==> config.mk <==
export PLATFORM = sky130hd
export DESIGN_NAME = top_module_cla4
export DESIGN_NICKNAME = d
export VERILOG_FILES = /design/src/rtl/top_module_cla4.sv
export SDC_FILE = /design/constraint.sdc
export NUM_CORES = 1
export LEC_CHECK = 0
export BUFFER_PORTS_ARGS = -buffer_cell sky130_fd_sc_hd__buf_2
export CAP_MARGIN = 20
export CORE_AREA = 2 2 39 41
export DETAILED_ROUTE_END_ITERATION = 12
export DIE_AREA = 0 0 41 43
export MAX_ROUTING_LAYER = met4
export PLACE_DENSITY = 0.59
export SYNTH_ARGS = -nofsm -noshare
export SYNTH_HDL_FRONTEND = slang
export SYNTH_SLANG_ARGS = --single-unit
==> constraint.sdc <==
create_clock -name CLK -period 2.1 [get_ports CLK]
set_input_delay 0.315 -clock CLK [delete_from_list [all_inputs] [get_ports CLK]]
set_output_delay 0.315 -clock CLK [all_outputs]
set_load 0.05 [all_outputs]
==> src/rtl/top_module_cla4.sv <==
// Registered 4-bit carry-lookahead adder: {C4,SUM} = A + B + C0 from registered operands.
// Define CLA_OUT_REG_EN to add the output register stage (latency 2); otherwise latency is 1.
`timescale 1ns/1ps
module top_module_cla4 (
    input  logic       CLK,
    input  logic       RST,
    input  logic [3:0] A,
    input  logic [3:0] B,
    input  logic       C0,
    output logic [3:0] SUM,
    output logic       C4
);

    localparam int unsigned W = 4;

    logic [W-1:0] a_q, b_q;
    logic         c0_q;

    logic [W-1:0] g_c, p_c;
    logic         c1_c, c2_c, c3_c, c4_c;
    logic         gg_c, gp_c;
    logic [W-1:0] sum_c;

    // Input operand capture, no enable.
    always_ff @(posedge CLK or posedge RST) begin
        if (RST) begin
            a_q  <= '0;
            b_q  <= '0;
            c0_q <= 1'b0;
        end else begin
            a_q  <= A;
            b_q  <= B;
            c0_q <= C0;
        end
    end

    // Flattened two-level carries; group terms give C4 without any ripple path.
    always_comb begin
        g_c  = a_q & b_q;
        p_c  = a_q ^ b_q;
        c1_c = g_c[0] | (p_c[0] & c0_q);
        c2_c = g_c[1] | (p_c[1] & g_c[0]) | (p_c[1] & p_c[0] & c0_q);
        c3_c = g_c[2] | (p_c[2] & g_c[1]) | (p_c[2] & p_c[1] & g_c[0])
             | (p_c[2] & p_c[1] & p_c[0] & c0_q);
        gg_c = g_c[3] | (p_c[3] & g_c[2]) | (p_c[3] & p_c[2] & g_c[1])
             | (p_c[3] & p_c[2] & p_c[1] & g_c[0]);
        gp_c = &p_c;
        c4_c = gg_c | (gp_c & c0_q);
        sum_c = p_c ^ {c3_c, c2_c, c1_c, c0_q};
    end

`ifdef CLA_OUT_REG_EN
    logic [W-1:0] sum_q;
    logic         c4_q;

    always_ff @(posedge CLK or posedge RST) begin
        if (RST) begin
            sum_q <= '0;
            c4_q  <= 1'b0;
        end else begin
            sum_q <= sum_c;
            c4_q  <= c4_c;
        end
    end

    assign SUM = sum_q;
    assign C4  = c4_q;
`else
    // Outputs follow the input registers directly; still zero under reset.
    assign SUM = sum_c;
    assign C4  = c4_c;
`endif

endmodule

# Word level (Yosys, flattened, before mapping)
# Cells that the tools add are included.
dict set report word_totals {
  out_inout_bits 5
  in_bits 11
  regBits 9
}
dict set report classes {
  n_reduce_logical 1
  bitwise_logic 28
}
# cell count
set op_table {}
lappend op_table {{AND 1 bit} 15}
lappend op_table {{OR 1 bit} 10}
lappend op_table {{XOR 4 bit} 2}
lappend op_table {{AND 4 bit} 1}
lappend op_table {{AND reduction 4 bit} 1}

# Longest topological paths before layout
dict set report depth {
  depth_word 6
  depth_mapped 4
}

# Least setup slack after synthesis
# Ideal clock, no wire load.
dict set report synth_path {
  kind {flip-flop to output port}
  startpoint {reg a_q[2]}
  endpoint {out SUM[3]}
  arrival_time_ps 1798
  path_slack_ps -13
  stages_incl_launch_ff 5
  cell_sequence {dfrtp_1 ha_1 a21o_1 a31o_1 xor2_1}
}
dict set report synth_between {
  elab_chain_cells 6
  elab_cells_between_ends 11
  cone_classes {bitwise (11)}
}
# element line_no
set synth_rtl {}
lappend synth_rtl {{start, declared} 16} ;# logic [W-1:0] a_q, b_q;
lappend synth_rtl {{start signal, assigned} 27} ;# a_q <= '0;
lappend synth_rtl {{start signal, assigned} 31} ;# a_q <= A;
lappend synth_rtl {{XOR 4 bit} 40} ;# p_c = a_q ^ b_q;
lappend synth_rtl {{AND 1 bit, on equally long branches} {43, 44}}
lappend synth_rtl {{OR 1 bit (tied with other cells)} 43} ;# c3_c = g_c[2] | (p_c[2] & g_c[1]) | (p_c[2] & p_c[1] & g_c[0])
lappend synth_rtl {{OR 1 bit / AND 1 bit (equally long branches)} {43, 44}}
lappend synth_rtl {{OR 1 bit *} 44} ;# | (p_c[2] & p_c[1] & p_c[0] & c0_q);
lappend synth_rtl {{XOR 4 bit *} 49} ;# sum_c = p_c ^ {c3_c, c2_c, c1_c, c0_q};
lappend synth_rtl {{end, declared} 10} ;# output logic [3:0] SUM,
# Every way passes the cells marked *; elsewhere a longest branch is shown, timed or not.

# Final worst setup path
dict set report layout_path {
  startpoint {reg a_q[0]}
  endpoint {out C4}
}
dict set report layout_between {
  elab_chain_cells 4
  elab_cells_between_ends 7
  cone_classes {bitwise (6); reduce/logical (1)}
}
# element line_no
set layout_rtl {}
lappend layout_rtl {{XOR 4 bit / AND 4 bit (equally long branches)} {40, 39}}
lappend layout_rtl {{AND reduction 4 bit / AND 1 bit (equally long branches)} {47, 46}}
lappend layout_rtl {{AND 1 bit / OR 1 bit (equally long branches)} {48, 46}}
lappend layout_rtl {{OR 1 bit *} 48} ;# c4_c = gg_c | (gp_c & c0_q);
lappend layout_rtl {{end, declared} 11} ;# output logic C4
# Marks and branches as above.

==> results.md <==
- Once the clock tree was built, the setup fixing pass inserted 0 buffers.
- In the post-synthesis netlist, the biggest area contributors are sky130_fd_sc_hd__dfrtp_1, sky130_fd_sc_hd__ha_1, sky130_fd_sc_hd__a21o_1, sky130_fd_sc_hd__fa_1, sky130_fd_sc_hd__inv_1.
- Each instance of the synthesized netlist takes up on average between 10 and 15 um2.
- For this block, the routed nets add up to ~620 um of wire.
- The critical path launch point type is a flop.
- The via density per instance is between 4 and 5.
- The first global-routing pass estimated around 930 um of wire.
- The total power consumption of the routed design is 450.4 uW.
- The beginning of the critical path is a_q[0]$_DFF_PP0_.
- The launch point of the worst hold path is C0.
- The pin slew with the least headroom to its limit is 0.3030 ns.
- The number of cells after detailed placement is 58.
- Among all flip-flop cells after synthesis, the most frequent one is sky130_fd_sc_hd__dfrtp_1.
- Clock-pin slew was measured on the worst setup and hold paths at around 0.06 ns.
- The number of DRC violations after detailed-routing iteration 0 is 0.
- The final cycle utilization of the critical path is 96.11%.
- Among all cell types in the netlist, the one instantiated most often is sky130_fd_sc_hd__dfrtp_1.
- The clock tree from TritonCTS is yes.
- The maximum fanout along the worst path is 2.
- Of the synthesized area, sequential elements account for 59.80%.
- The count of antenna diodes in the layout is 0.
- The class of the worst hold path is primary input to flop.
- The master cell of the clock root buffer is sky130_fd_sc_hd__clkbuf_4.
- The initial core utilization is a little over a quarter.
- The count of nets left with antenna violations once routing finished came out at 0.
- The worst path in the final design needs a cycle of 2.018 ns, including I/O delays and setup.
- Walking the worst path, the cells encountered are ha_1, a21o_1, a31o_1, a21o_1, buf_4.
- The final max-slew violation count is 0.
- The commonest cells after synthesis are sky130_fd_sc_hd__dfrtp_1, sky130_fd_sc_hd__inv_1, sky130_fd_sc_hd__ha_1.
- The detailed router put a total of ~190 um of wire on met1.
- The critical path endpoint category is an output port.
- For this design the static power due to leakage is roughly 0.29 nW.
- After synthesis, the largest area contributor takes up ~60% of total cell area.
- The ratio of cells with drive above 1 in the final layout is a little over two fifths.
- At the end of routability-driven placement, the weighted congestion stood at about 0.62.
- The area of all placed cells without fillers is 533.0 um2.
- The pin count of the biggest net entering global routing is 10.
- The worst-path cell with the longest stage delay is sky130_fd_sc_hd__dfrtp_1.
- Based on the critical path, the design can be clocked at up to 0.4955 GHz.
- The maximum vdd ir drop is approximately 330 uV.
- In the detailed route, the total length drawn on met3 is ~53 um.
- After filler insertion, the fill cell instance count of the layout stands at 140.
- The total number of vias is around 260.
- In this run the horizontal extent of the chip is around 41 um.
- The initial antenna violation count is 0.
- The global-route congestion overflow total is 0.
- The area overhead of the layout relative to synthesis is 41.53%.
- The via count of the first global-routing pass was roughly 220.
- From bottom edge to top edge, the die measures 43 um.
- The count of buffers added on input and output ports is 15.
- The flow ran to the end, and the final reports show no timing, DRC or antenna violations.
- After floorplanning, the core was divided into 14 placement rows.
- The number of CTS-inserted buffers is 3.
- The final hold violation count is 0.
- Max-cap violations in this run came to 0.
- The global-route total usage across every layer is about a tenth.
- The post-synthesis cell count is 27.
- Measured against its own limit, the worst slew margin works out to about four fifths.
- Summed over all nets, wire length on met2 after detailed routing comes to 379 um.
- Counting flops with a built-in enable in the synthesized netlist gives 0.
- The cell repeated most along the worst path is sky130_fd_sc_hd__a21o_1.
- The number of different library cells in the post-synthesis netlist is 9.
- During I/O placement, the number of pins put on the boundary was 16.
- The post-synthesis net count is 43.
- The cell type contributing the most total cell area after synthesis is sky130_fd_sc_hd__dfrtp_1.
- In this design, the stage delay of the slowest critical-path cell is approximately 0.38 ns.
- The total die area is around 0.0018 mm2.
- The clock passes through at most 2 buffers.
- The instance area at placement is between 400 and 500 um2.
- For this design the ratio of total power to cell area is between 800 and 900 mW/mm2.
- The final-layout setup total negative slack is 0 ns.
- The synthesized netlist occupies a cell area of 376.6 um2.
- Setup repair after global routing left no endpoint under its margin.
- CTS built an H-tree with a depth of 1.
- The number of iterations in the first detailed-routing pass is 1.
- Prior to clock tree synthesis, the placed netlist has a worst setup slack of just over 0.3 ns.
- The data arrival time of the critical path is between 1.5 and 2 ns.
- Setup slack on the critical path of the routed design comes to 0.08170 ns.
- The category of the critical setup timing path is flop to output port.
- The floorplan step defined a core boundary enclosing approximately 0.0014 mm2.
- During synthesis, Yosys emitted a total of 0 warnings.
- The finished layout holds 63 standard cells, fillers aside.
- At the worst endpoint, the required time is between 1.5 and 2 ns.
- In the routed design, unresolved DRC markers number 0.
- The number of endpoints failing setup at the final stage is 0.
- After the last flow step, the layout net total stands at between 60 and 70.
- The total of flip-flops plus latches after synthesis is 9.
- For this design, the sink count on the clock tree is 9.
- The HPWL after detailed placement is around 460 um.
- After detailed routing, the average wire length per cell comes to a little under 10 um.
- The highest layer used for signal routing is met3.
- In the synthesized netlist the async set-or-reset flop fraction comes to between 90% and 100%.
## cell type report
cell class              instances  area [um2]  share of cell area [%]
clock buffers                   4       26.28                   4.930
repair buffers                 16       90.09                   16.90
multi-input cells              13       152.6                   28.64
well taps                      16       20.02                   3.756
flip-flops and latches          9       225.2                   42.25
inverters                       5       18.77                   3.521
## worst max-delay path, delay by kind of cell (launching register included)
family          cells  cell delay, ns
compound gates      3            0.59
flops               1            0.38
fa+ha+maj           1            0.29
buf+inv             1            0.18
## layer usage
layer	track usage [%]	vias up
met1	8.904	124
li1	-	126
met5	-	-
met2	12.19	9
met3	4.712	0
met4	10.00	0
## repair_timing
| item | 4_1_cts | 5_1_grt |
|---|---|---|
| gates resized for setup | 0 | 4 |
| hold buffers | 1 | 0 |
| endpoints found under the setup margin | 0 | 2 |
| endpoints found under the hold margin | 4 | 0 |
## through the flow
step / hold slack [ns] / utilization, %
finish: 0.1673 / 38.52
global route: 0.1402 / 38.52
CTS: 0.1554 / 37.25
detailed placement: 0.2773 / 34.63
global placement: 0.2754 / 34.63
floorplan: 0.1429 / -
## state kept, by name (all words and copies together), names as in the netlist
name,cells
c0_q,1
b_q,4
a_q,4
## logic make-up after synthesis
group,share of synthesized area (%)
DFF,59.80
AOI/OAI and AO/OA,9.633
buffers and inverters,4.984
adders and majority gates,18.61
xor gates and xnor gates,6.978
## final timing paths
check                              endpoint  depth (start not counted)
max                                      C4                          5
max in group asynchronous  a_q[3]$_DFF_PP0_                          3
min                          c0_q$_DFF_PP0_                          1
min in group asynchronous  b_q[3]$_DFF_PP0_                          3
## power breakdown
| part | total (mW) | switching [mW] | internal [mW] | leakage (nW) |
|---|---|---|---|---|
| Combinational | 0.137 | 0.0916 | 0.0453 | 0.168 |
| Clock | 0.126 | 0.0534 | 0.0728 | 0.0150 |
| Sequential | 0.187 | 0.00493 | 0.182 | 0.105 |
## layout by cell type (no fill, tap or decap)
cell                            synthesis  routed
sky130_fd_sc_hd__xor2_2                 0       1
sky130_fd_sc_hd__buf_2                  0      13
sky130_fd_sc_hd__a31o_1                 1       1
sky130_fd_sc_hd__dfrtp_1                9       9
sky130_fd_sc_hd__clkbuf_4               0       4
sky130_fd_sc_hd__dlygate4sd3_1          0       1
sky130_fd_sc_hd__buf_4                  0       1
sky130_fd_sc_hd__fa_1                   1       1
sky130_fd_sc_hd__ha_1                   4       3
sky130_fd_sc_hd__inv_1                  5       5
sky130_fd_sc_hd__a21oi_1                1       1
sky130_fd_sc_hd__ha_4                   0       1
sky130_fd_sc_hd__clkbuf_1               0       1
sky130_fd_sc_hd__a21o_1                 3       3
sky130_fd_sc_hd__xnor2_1                2       2
Note: power is estimated with default switching activity, not from simulation.
